**src/rtl/axi_addr_arb.sv**
```systemverilog
// ---------------------------------------------------------------------------
// axi_addr_arb
//
// Address-channel arbiter for one AXI address path (AR or AW). Each of the
// NUM_MST masters feeds its own DEPTH-entry FIFO. A registered output stage
// takes requests from those FIFOs round-robin and forwards them to a single
// subordinate. Every forwarded request carries the master index in the top
// bits of s_mid_id. Each master may have at most MAX_OUT granted requests in
// flight. The response router returns a done pulse for each completed
// transaction, and that pulse frees one slot.
//
// Handshake (both sides): a transfer happens on a rising CLK edge where
// valid and ready are both high. A producer holding valid high keeps its
// payload stable until the transfer. m_ready depends only on FIFO state, and
// s_valid and s_* come straight from flops.
//
// Ports:
//   CLK, RST        clock (rising edge), asynchronous active-high reset
//   m_valid/m_ready per-master request handshake
//   m_addr/id/size/len/burst   per-master payload, flattened (master 0 = LSBs)
//   s_valid/s_ready subordinate handshake
//   s_addr/s_mid_id/s_size/s_len/s_burst   forwarded payload, {idx,id} tag
//   done_valid/done_mid        completion pulse and its master index
//   outstanding     per-master in-flight counts, flattened
//   err             sticky: completion for an idle or nonexistent master
// ---------------------------------------------------------------------------
module axi_addr_arb #(
  parameter int NUM_MST = 3,
  parameter int DEPTH   = 4,
  parameter int ADDR_W  = 32,
  parameter int ID_W    = 4,
  parameter int MAX_OUT = 4,
  parameter int MIDX_W  = $clog2(NUM_MST)
) (
  input  logic                                    CLK,
  input  logic                                    RST,
  input  logic [NUM_MST-1:0]                      m_valid,
  output logic [NUM_MST-1:0]                      m_ready,
  input  logic [NUM_MST*ADDR_W-1:0]               m_addr,
  input  logic [NUM_MST*ID_W-1:0]                 m_id,
  input  logic [NUM_MST*3-1:0]                    m_size,
  input  logic [NUM_MST*8-1:0]                    m_len,
  input  logic [NUM_MST*2-1:0]                    m_burst,
  output logic                                    s_valid,
  input  logic                                    s_ready,
  output logic [ADDR_W-1:0]                       s_addr,
  output logic [MIDX_W+ID_W-1:0]                  s_mid_id,
  output logic [2:0]                              s_size,
  output logic [7:0]                              s_len,
  output logic [1:0]                              s_burst,
  input  logic                                    done_valid,
  input  logic [MIDX_W-1:0]                       done_mid,
  output logic [NUM_MST*$clog2(MAX_OUT+1)-1:0]    outstanding,
  output logic                                    err
);

  localparam int CW = $clog2(MAX_OUT+1);
  localparam int AW = $clog2(DEPTH);
  localparam int PW = ADDR_W + ID_W + 3 + 8 + 2;

  localparam logic [CW-1:0]     CNT_ONE = 1;
  localparam logic [CW-1:0]     CNT_MAX = CW'(MAX_OUT);
  localparam logic [AW:0]       PTR_ONE = 1;
  localparam logic [MIDX_W-1:0] IDX_ONE = 1;
  localparam logic [MIDX_W-1:0] IDX_LST = MIDX_W'(NUM_MST-1);

  // FIFO storage and pointers. The pointer MSB is a wrap bit that tells a
  // full FIFO from an empty one.
  logic [PW-1:0]       r_mem [NUM_MST][DEPTH];
  logic [AW:0]         r_wr  [NUM_MST];
  logic [AW:0]         r_rd  [NUM_MST];
  logic [CW-1:0]       r_cnt [NUM_MST];
  logic [MIDX_W-1:0]   r_ptr;
  logic                r_s_valid;
  logic [ADDR_W-1:0]   r_s_addr;
  logic [MIDX_W+ID_W-1:0] r_s_mid_id;
  logic [2:0]          r_s_size;
  logic [7:0]          r_s_len;
  logic [1:0]          r_s_burst;
  logic                r_err;

  logic [PW-1:0]       w_in   [NUM_MST];
  logic [NUM_MST-1:0]  w_full;
  logic [NUM_MST-1:0]  w_empty;
  logic [NUM_MST-1:0]  w_elig;
  logic [NUM_MST-1:0]  w_push;
  logic [NUM_MST-1:0]  w_pop;
  logic [NUM_MST-1:0]  w_dec;
  logic                w_load;
  logic                w_gnt_any;
  logic [MIDX_W-1:0]   w_gnt_idx;
  logic [PW-1:0]       w_head;
  logic                w_done_bad;

  // FIFO status, eligibility and input packing
  always_comb begin
    for (int i = 0; i < NUM_MST; i++) begin
      w_in[i]    = {m_addr[i*ADDR_W +: ADDR_W], m_id[i*ID_W +: ID_W],
                    m_size[i*3 +: 3], m_len[i*8 +: 8], m_burst[i*2 +: 2]};
      w_empty[i] = (r_wr[i] == r_rd[i]);
      w_full[i]  = (r_wr[i][AW] != r_rd[i][AW]) &&
                   (r_wr[i][AW-1:0] == r_rd[i][AW-1:0]);
      w_elig[i]  = !w_empty[i] && (r_cnt[i] < CNT_MAX);
      w_push[i]  = m_valid[i] && !w_full[i];
    end
  end

  // Ready is taken from full only. A pop in the same cycle does not raise it.
  assign m_ready = ~w_full;

  // Round-robin pick. The scan starts at r_ptr and wraps. A grant happens
  // only when the output register is free or is being drained this cycle.
  always_comb begin
    int t;
    t         = 0;
    w_load    = !r_s_valid || s_ready;
    w_gnt_any = 1'b0;
    w_gnt_idx = '0;
    w_pop     = '0;
    for (int k = 0; k < NUM_MST; k++) begin
      t = int'(r_ptr) + k;
      if (t >= NUM_MST) t = t - NUM_MST;
      for (int j = 0; j < NUM_MST; j++) begin
        if (w_load && !w_gnt_any && (j == t) && w_elig[j]) begin
          w_gnt_any = 1'b1;
          w_gnt_idx = MIDX_W'(j);
          w_pop[j]  = 1'b1;
        end
      end
    end
  end

  // Head of the granted FIFO
  always_comb begin
    w_head = '0;
    for (int i = 0; i < NUM_MST; i++) begin
      if (w_pop[i]) w_head = r_mem[i][r_rd[i][AW-1:0]];
    end
  end

  // Completion decode. Out-of-range indices never match any master.
  always_comb begin
    w_done_bad = done_valid && (int'(done_mid) >= NUM_MST);
    for (int i = 0; i < NUM_MST; i++) begin
      w_dec[i] = 1'b0;
      if (done_valid && (done_mid == MIDX_W'(i))) begin
        if (r_cnt[i] == '0) w_done_bad = 1'b1;
        else                w_dec[i]   = 1'b1;
      end
    end
  end

  // FIFO storage has no reset. Entries are only read after they are written.
  always_ff @(posedge CLK) begin
    for (int i = 0; i < NUM_MST; i++) begin
      if (w_push[i]) r_mem[i][r_wr[i][AW-1:0]] <= w_in[i];
    end
  end

  always_ff @(posedge CLK or posedge RST) begin
    if (RST) begin
      for (int i = 0; i < NUM_MST; i++) begin
        r_wr[i]  <= '0;
        r_rd[i]  <= '0;
        r_cnt[i] <= '0;
      end
    end else begin
      for (int i = 0; i < NUM_MST; i++) begin
        if (w_push[i]) r_wr[i] <= r_wr[i] + PTR_ONE;
        if (w_pop[i])  r_rd[i] <= r_rd[i] + PTR_ONE;
        // A grant and a done on the same master in one cycle cancel out.
        if (w_pop[i] && !w_dec[i])      r_cnt[i] <= r_cnt[i] + CNT_ONE;
        else if (!w_pop[i] && w_dec[i]) r_cnt[i] <= r_cnt[i] - CNT_ONE;
      end
    end
  end

  // Output register and round-robin pointer
  always_ff @(posedge CLK or posedge RST) begin
    if (RST) begin
      r_s_valid  <= 1'b0;
      r_s_addr   <= '0;
      r_s_mid_id <= '0;
      r_s_size   <= '0;
      r_s_len    <= '0;
      r_s_burst  <= '0;
      r_ptr      <= '0;
    end else if (w_load) begin
      r_s_valid <= w_gnt_any;
      if (w_gnt_any) begin
        r_s_addr   <= w_head[PW-1 -: ADDR_W];
        r_s_mid_id <= {w_gnt_idx, w_head[13 +: ID_W]};
        r_s_size   <= w_head[10 +: 3];
        r_s_len    <= w_head[2 +: 8];
        r_s_burst  <= w_head[1:0];
        r_ptr      <= (w_gnt_idx == IDX_LST) ? '0 : w_gnt_idx + IDX_ONE;
      end
    end
  end

  always_ff @(posedge CLK or posedge RST) begin
    if (RST)             r_err <= 1'b0;
    else if (w_done_bad) r_err <= 1'b1;
  end

  always_comb begin
    for (int i = 0; i < NUM_MST; i++) outstanding[i*CW +: CW] = r_cnt[i];
  end

  assign s_valid  = r_s_valid;
  assign s_addr   = r_s_addr;
  assign s_mid_id = r_s_mid_id;
  assign s_size   = r_s_size;
  assign s_len    = r_s_len;
  assign s_burst  = r_s_burst;
  assign err      = r_err;

endmodule
```
**config.mk**
```make
export PLATFORM = sky130hd
export DESIGN_NAME = axi_addr_arb
export DESIGN_NICKNAME = d
export VERILOG_FILES = /design/src/rtl/axi_addr_arb.sv
export SDC_FILE = /design/constraint.sdc
export NUM_CORES = 1
export LEC_CHECK = 0
export CAP_MARGIN = 20
export CORE_AREA = 2 2 257 259
export DETAILED_ROUTE_END_ITERATION = 7
export DIE_AREA = 0 0 259 261
export PLACE_DENSITY = 0.69
export SKIP_CTS_REPAIR_TIMING = 1
export SYNTH_ARGS = -nofsm -noshare
export SYNTH_HDL_FRONTEND = slang
export SYNTH_SLANG_ARGS = --single-unit
```
**constraint.sdc**
```tcl
create_clock -name CLK -period 3.3 [get_ports CLK]
set_clock_uncertainty 0.2 [all_clocks]
set_input_delay 0.495 -clock CLK [delete_from_list [all_inputs] [get_ports CLK]]
set_output_delay 0.495 -clock CLK [all_outputs]
set_load 0.01 [all_outputs]
```
==> results by group, run 1 <==
Outcome
  – Outcome: complete, no violations

Global routing
  – GRT Total Usage: 19.1%
  – Global-route wire length before repair: 93600 µm
  – Grt ovf: 0
  – Largest net degree at the start of global routing: 55
  – Initial antenna violation count: 18
  – Vias in the first global route: 14000

Yosys
  – Cell taking the most area after synthesis: edfxtp_1
  – Cell count after synthesis: 1235
  – Syn Nets: 1414
  – Netlist cell types: 48
  – Yosys warnings: 0
  – XOR/XNOR Fraction of Synth Area: 1.11%
  – Mux share of post-synthesis cell area: 13.1%
  – Seq/Total Area, Yosys: 76.4%
  – Flops & latches, synth: 670
  – Compound-cell area share of the yosys netlist: 4.07%
  – Area share of fa/ha/maj cells after synthesis: 1.20%
  – Main synth FF type: edfxtp_1
  – Number of enable flip-flop cells after synthesis: 588
  – Largest family of logic cells by synthesized area: multiplexers
  – Simple-Gate Fraction of Synth Area: 2.68%
  – Asr flop ratio synth: 12.2%
  – Synth top area share: 68.5%
  – Cell Area, Synth: 25800 µm²
  – Synthesized area per cell: 20.9 µm²
  – Top post-synthesis cells by area: edfxtp_1 (68%), mux4_2 (13%), dfrtp_1 (8.0%)

STA
  – Final setup vio count: 0
  – Fmax: 328 MHz
  – Period minus WS final: 3.05 ns
  – Final hold viol count: 0
  – Final TNS setup: 0 ns
  – Slew headroom: 35.8%
  – Tightest Pin Transition: 0.963 ns
  – Max Slew Vio Count: 0
  – Fin crit share: 92.5%
  – RSZ-0062 raised after global routing: no

Power
  – Net Switching: 0.0109 W
  – P_int: 0.0213 W
  – Maximum VDD drop: 0.000898 V
  – Seq pwr share: 38.9%
  – Sw Ratio: 33.9%
  – Comb pwr share: 36.6%
  – Overall Power: 0.0321 W
  – Power Density: 1010 nW/µm²
  – Clock power frac: 24.4%
  – LEAKAGE: 10.3 nW

Worst setup path
  – Critical R2R Capture: outstanding[2]
  – Worst R2R Start: r_rd[3]
  – CP Capture Type: output pin
  – R2R Setup Slk: 0.30 ns
  – Reg2Reg Depth: 11
  – Worst Setup Start Kind: register
  – Class of the most critical setup path: reg2out
  – CP arrival: 2.36 ns
  – Worst-path maximum fanout: 6
  – Critical path required time: 2.60 ns

Die
  – Die W: 259 µm
  – Core Area: 65000 µm²
  – Die area: 67600 µm²
  – FP Rows: 94
  – Num ports: 221
  – DIE HEIGHT: 261 µm
  – Initial Util: 39.6%

Hold path
  – HP Class: in2async

Drt
  – Post-Route WL: 63700 µm
  – Initial drt markers: 1272
  – First-pass detailed-route iteration total: 5
  – Vias/cell: 5.52
  – Drt drc: 0
  – Via count: 13385
  – DRT antenna net count: 0
  – Wire per inst: 26.2 µm

Flow run
  – Max cap viols: 0

Final layout
  – Area occupied by multi-input gates: 5810 µm²
  – Commonest non-fill, non-tap cell in the layout: edfxtp_1
  – Area grow syn2layout: 23.0%
  – # fillers: 5225
  – Post-route design area: 31700 µm²
  – Layout cells sized above 1: 22.2%
  – Nets: 1681
  – Commonest cells after routing, fill and taps aside: edfxtp_1 (588), clkdlybuf4s50_1 (220), mux4_2 (147), dfrtp_1 (76), clkbuf_16 (72)
  – FF/Latch Area: 19700 µm²

Place
  – Placed inst area: 29400 µm²
  – IO Port Bufs: 220
  – Dpl hpwl: 39000 µm
  – Routability cong.: 0.773

CTS
  – CTS tree: built
  – Clk root buf: clkbuf_16
  – CTS clock-pin slew for the worst setup and hold paths: 0.06 ns
  – Clock Latency Late Sink: 0.61 ns
  – Max Root-Sink Buffers: 3
  – # clock sinks: 670
  – CTS Buf Count: 70
  – CTS H-tree depth: 3
-- critical path: stages (launching register included) --
cell	delay, ns
dfrtp_1	0.40
xnor2_1	0.40
nand3b_1	0.32
clkdlybuf4s50_1	0.62
-- routing by layer --
metal / track usage (%) / vias up / wire length [µm] / part of all wire, %
li1: - / 5681 / - / -
met1: 25.0 / 7097 / 26000 / 41
met2: 31.1 / 458 / 31600 / 50
met3: 5.38 / 123 / 4490 / 7.1
met4: 5.83 / 26 / 1360 / 2.1
met5: 0 / - / 162 / 0.25
-- power groups by stage --
stage,Combinational [W],Sequential (W),Clock [W]
after CTS,0.0120,0.0125,0.00801
final,0.0118,0.0125,0.00785
after floorplan,0.00714,0.0126,0
after detailed placement,0.0119,0.0127,0
after global routing,0.0127,0.0127,0.00833
after global placement,0.0117,0.0126,0
-- Yosys cell counts (2+ instances only) --
master and count:
a21oi_1 4, mux4_2 147, mux2_2 5, xnor2_2 2
ha_1 20, xnor2_1 17, nor2_1 4, clkbuf_1 50
o21ai_0 6, and3_1 4, dfrtp_1 82, a21o_1 5
o32ai_2 10, buf_6 2, nand2_1 57, a31oi_1 51
edfxtp_1 588, a311oi_1 2, nand3_1 53, a31o_2 3
xor2_1 12, o32ai_1 39, nor3_1 3, inv_1 15
nand2b_1 3, and2_1 10, fa_1 3, buf_2 17
buf_1 2
-- stage by stage --
step	std cells	util, %	setup WS [ns]	hold slack (ns)
after global placement	2294	45.2	0.0542	0.242
after detailed placement	2294	45.2	0.0372	0.244
after CTS	2420	48.7	0.238	0.0670
final	2426	48.8	0.248	0.0707
after global routing	2422	48.8	0.129	0.0942
after floorplan	1235	-	0.294	0.262
-- registers in the layout, indices dropped and copies added, names as in the netlist --
register     cells
outstanding      9
r_rd             9
s_addr          32
err              1
s_valid          1
s_len            8
s_mid_id         6
r_wr             9
r_ptr            2
r_mem          588
s_burst          2
s_size           3
-- logic make-up after synthesis --
family,count (synthesis)
AO/OA/AOI/OAI,129
XOR/XNOR,31
adder cells (fa/ha/maj),23
buffers and inverters,87
flip-flops,670
multiplexers,153
AND/OR/NAND/NOR,142
-- area by class of cell --
cell class | count | area share [%]
Timing Repair Buffer | 267 | 8.65
Multi-Input combinational cell | 478 | 18.3
Inverter | 15 | 0.185
Tap cell | 864 | 3.41
Clock inverter | 35 | 1.17
Clock buffer | 91 | 6.03
Antenna cell | 6 | 0.0473
Sequential cell | 670 | 62.2
-- how the worst max path moves through the flow --
stage / from / to / slack, ns
final: r_wr[8] / m_ready[0] / 0.25
after global routing: r_rd[5] / outstanding[2] / 0.13
after CTS: r_wr[8] / m_ready[0] / 0.24
after detailed placement: s_ready / outstanding[2] / 0.04
after global placement: s_ready / outstanding[2] / 0.05
after floorplan: r_rd[3] / r_mem[0][196] / 0.29
Note: power is estimated with default switching activity, not from simulation.
==> run 2, diff against run 1 <==
Settings changed: ABC_CLOCK_PERIOD_IN_PS from default to 3300, SLEW_MARGIN from default to 20.
==> results of run 2 <==
Same layout as run 1: the final DEF is identical, and so are final timing and power.
==> run 3, diff against run 2 <==
Settings changed: ABC_AREA from default to 0.
==> results of run 3 <==
Same layout as run 1: the final DEF is identical, and so are final timing and power.
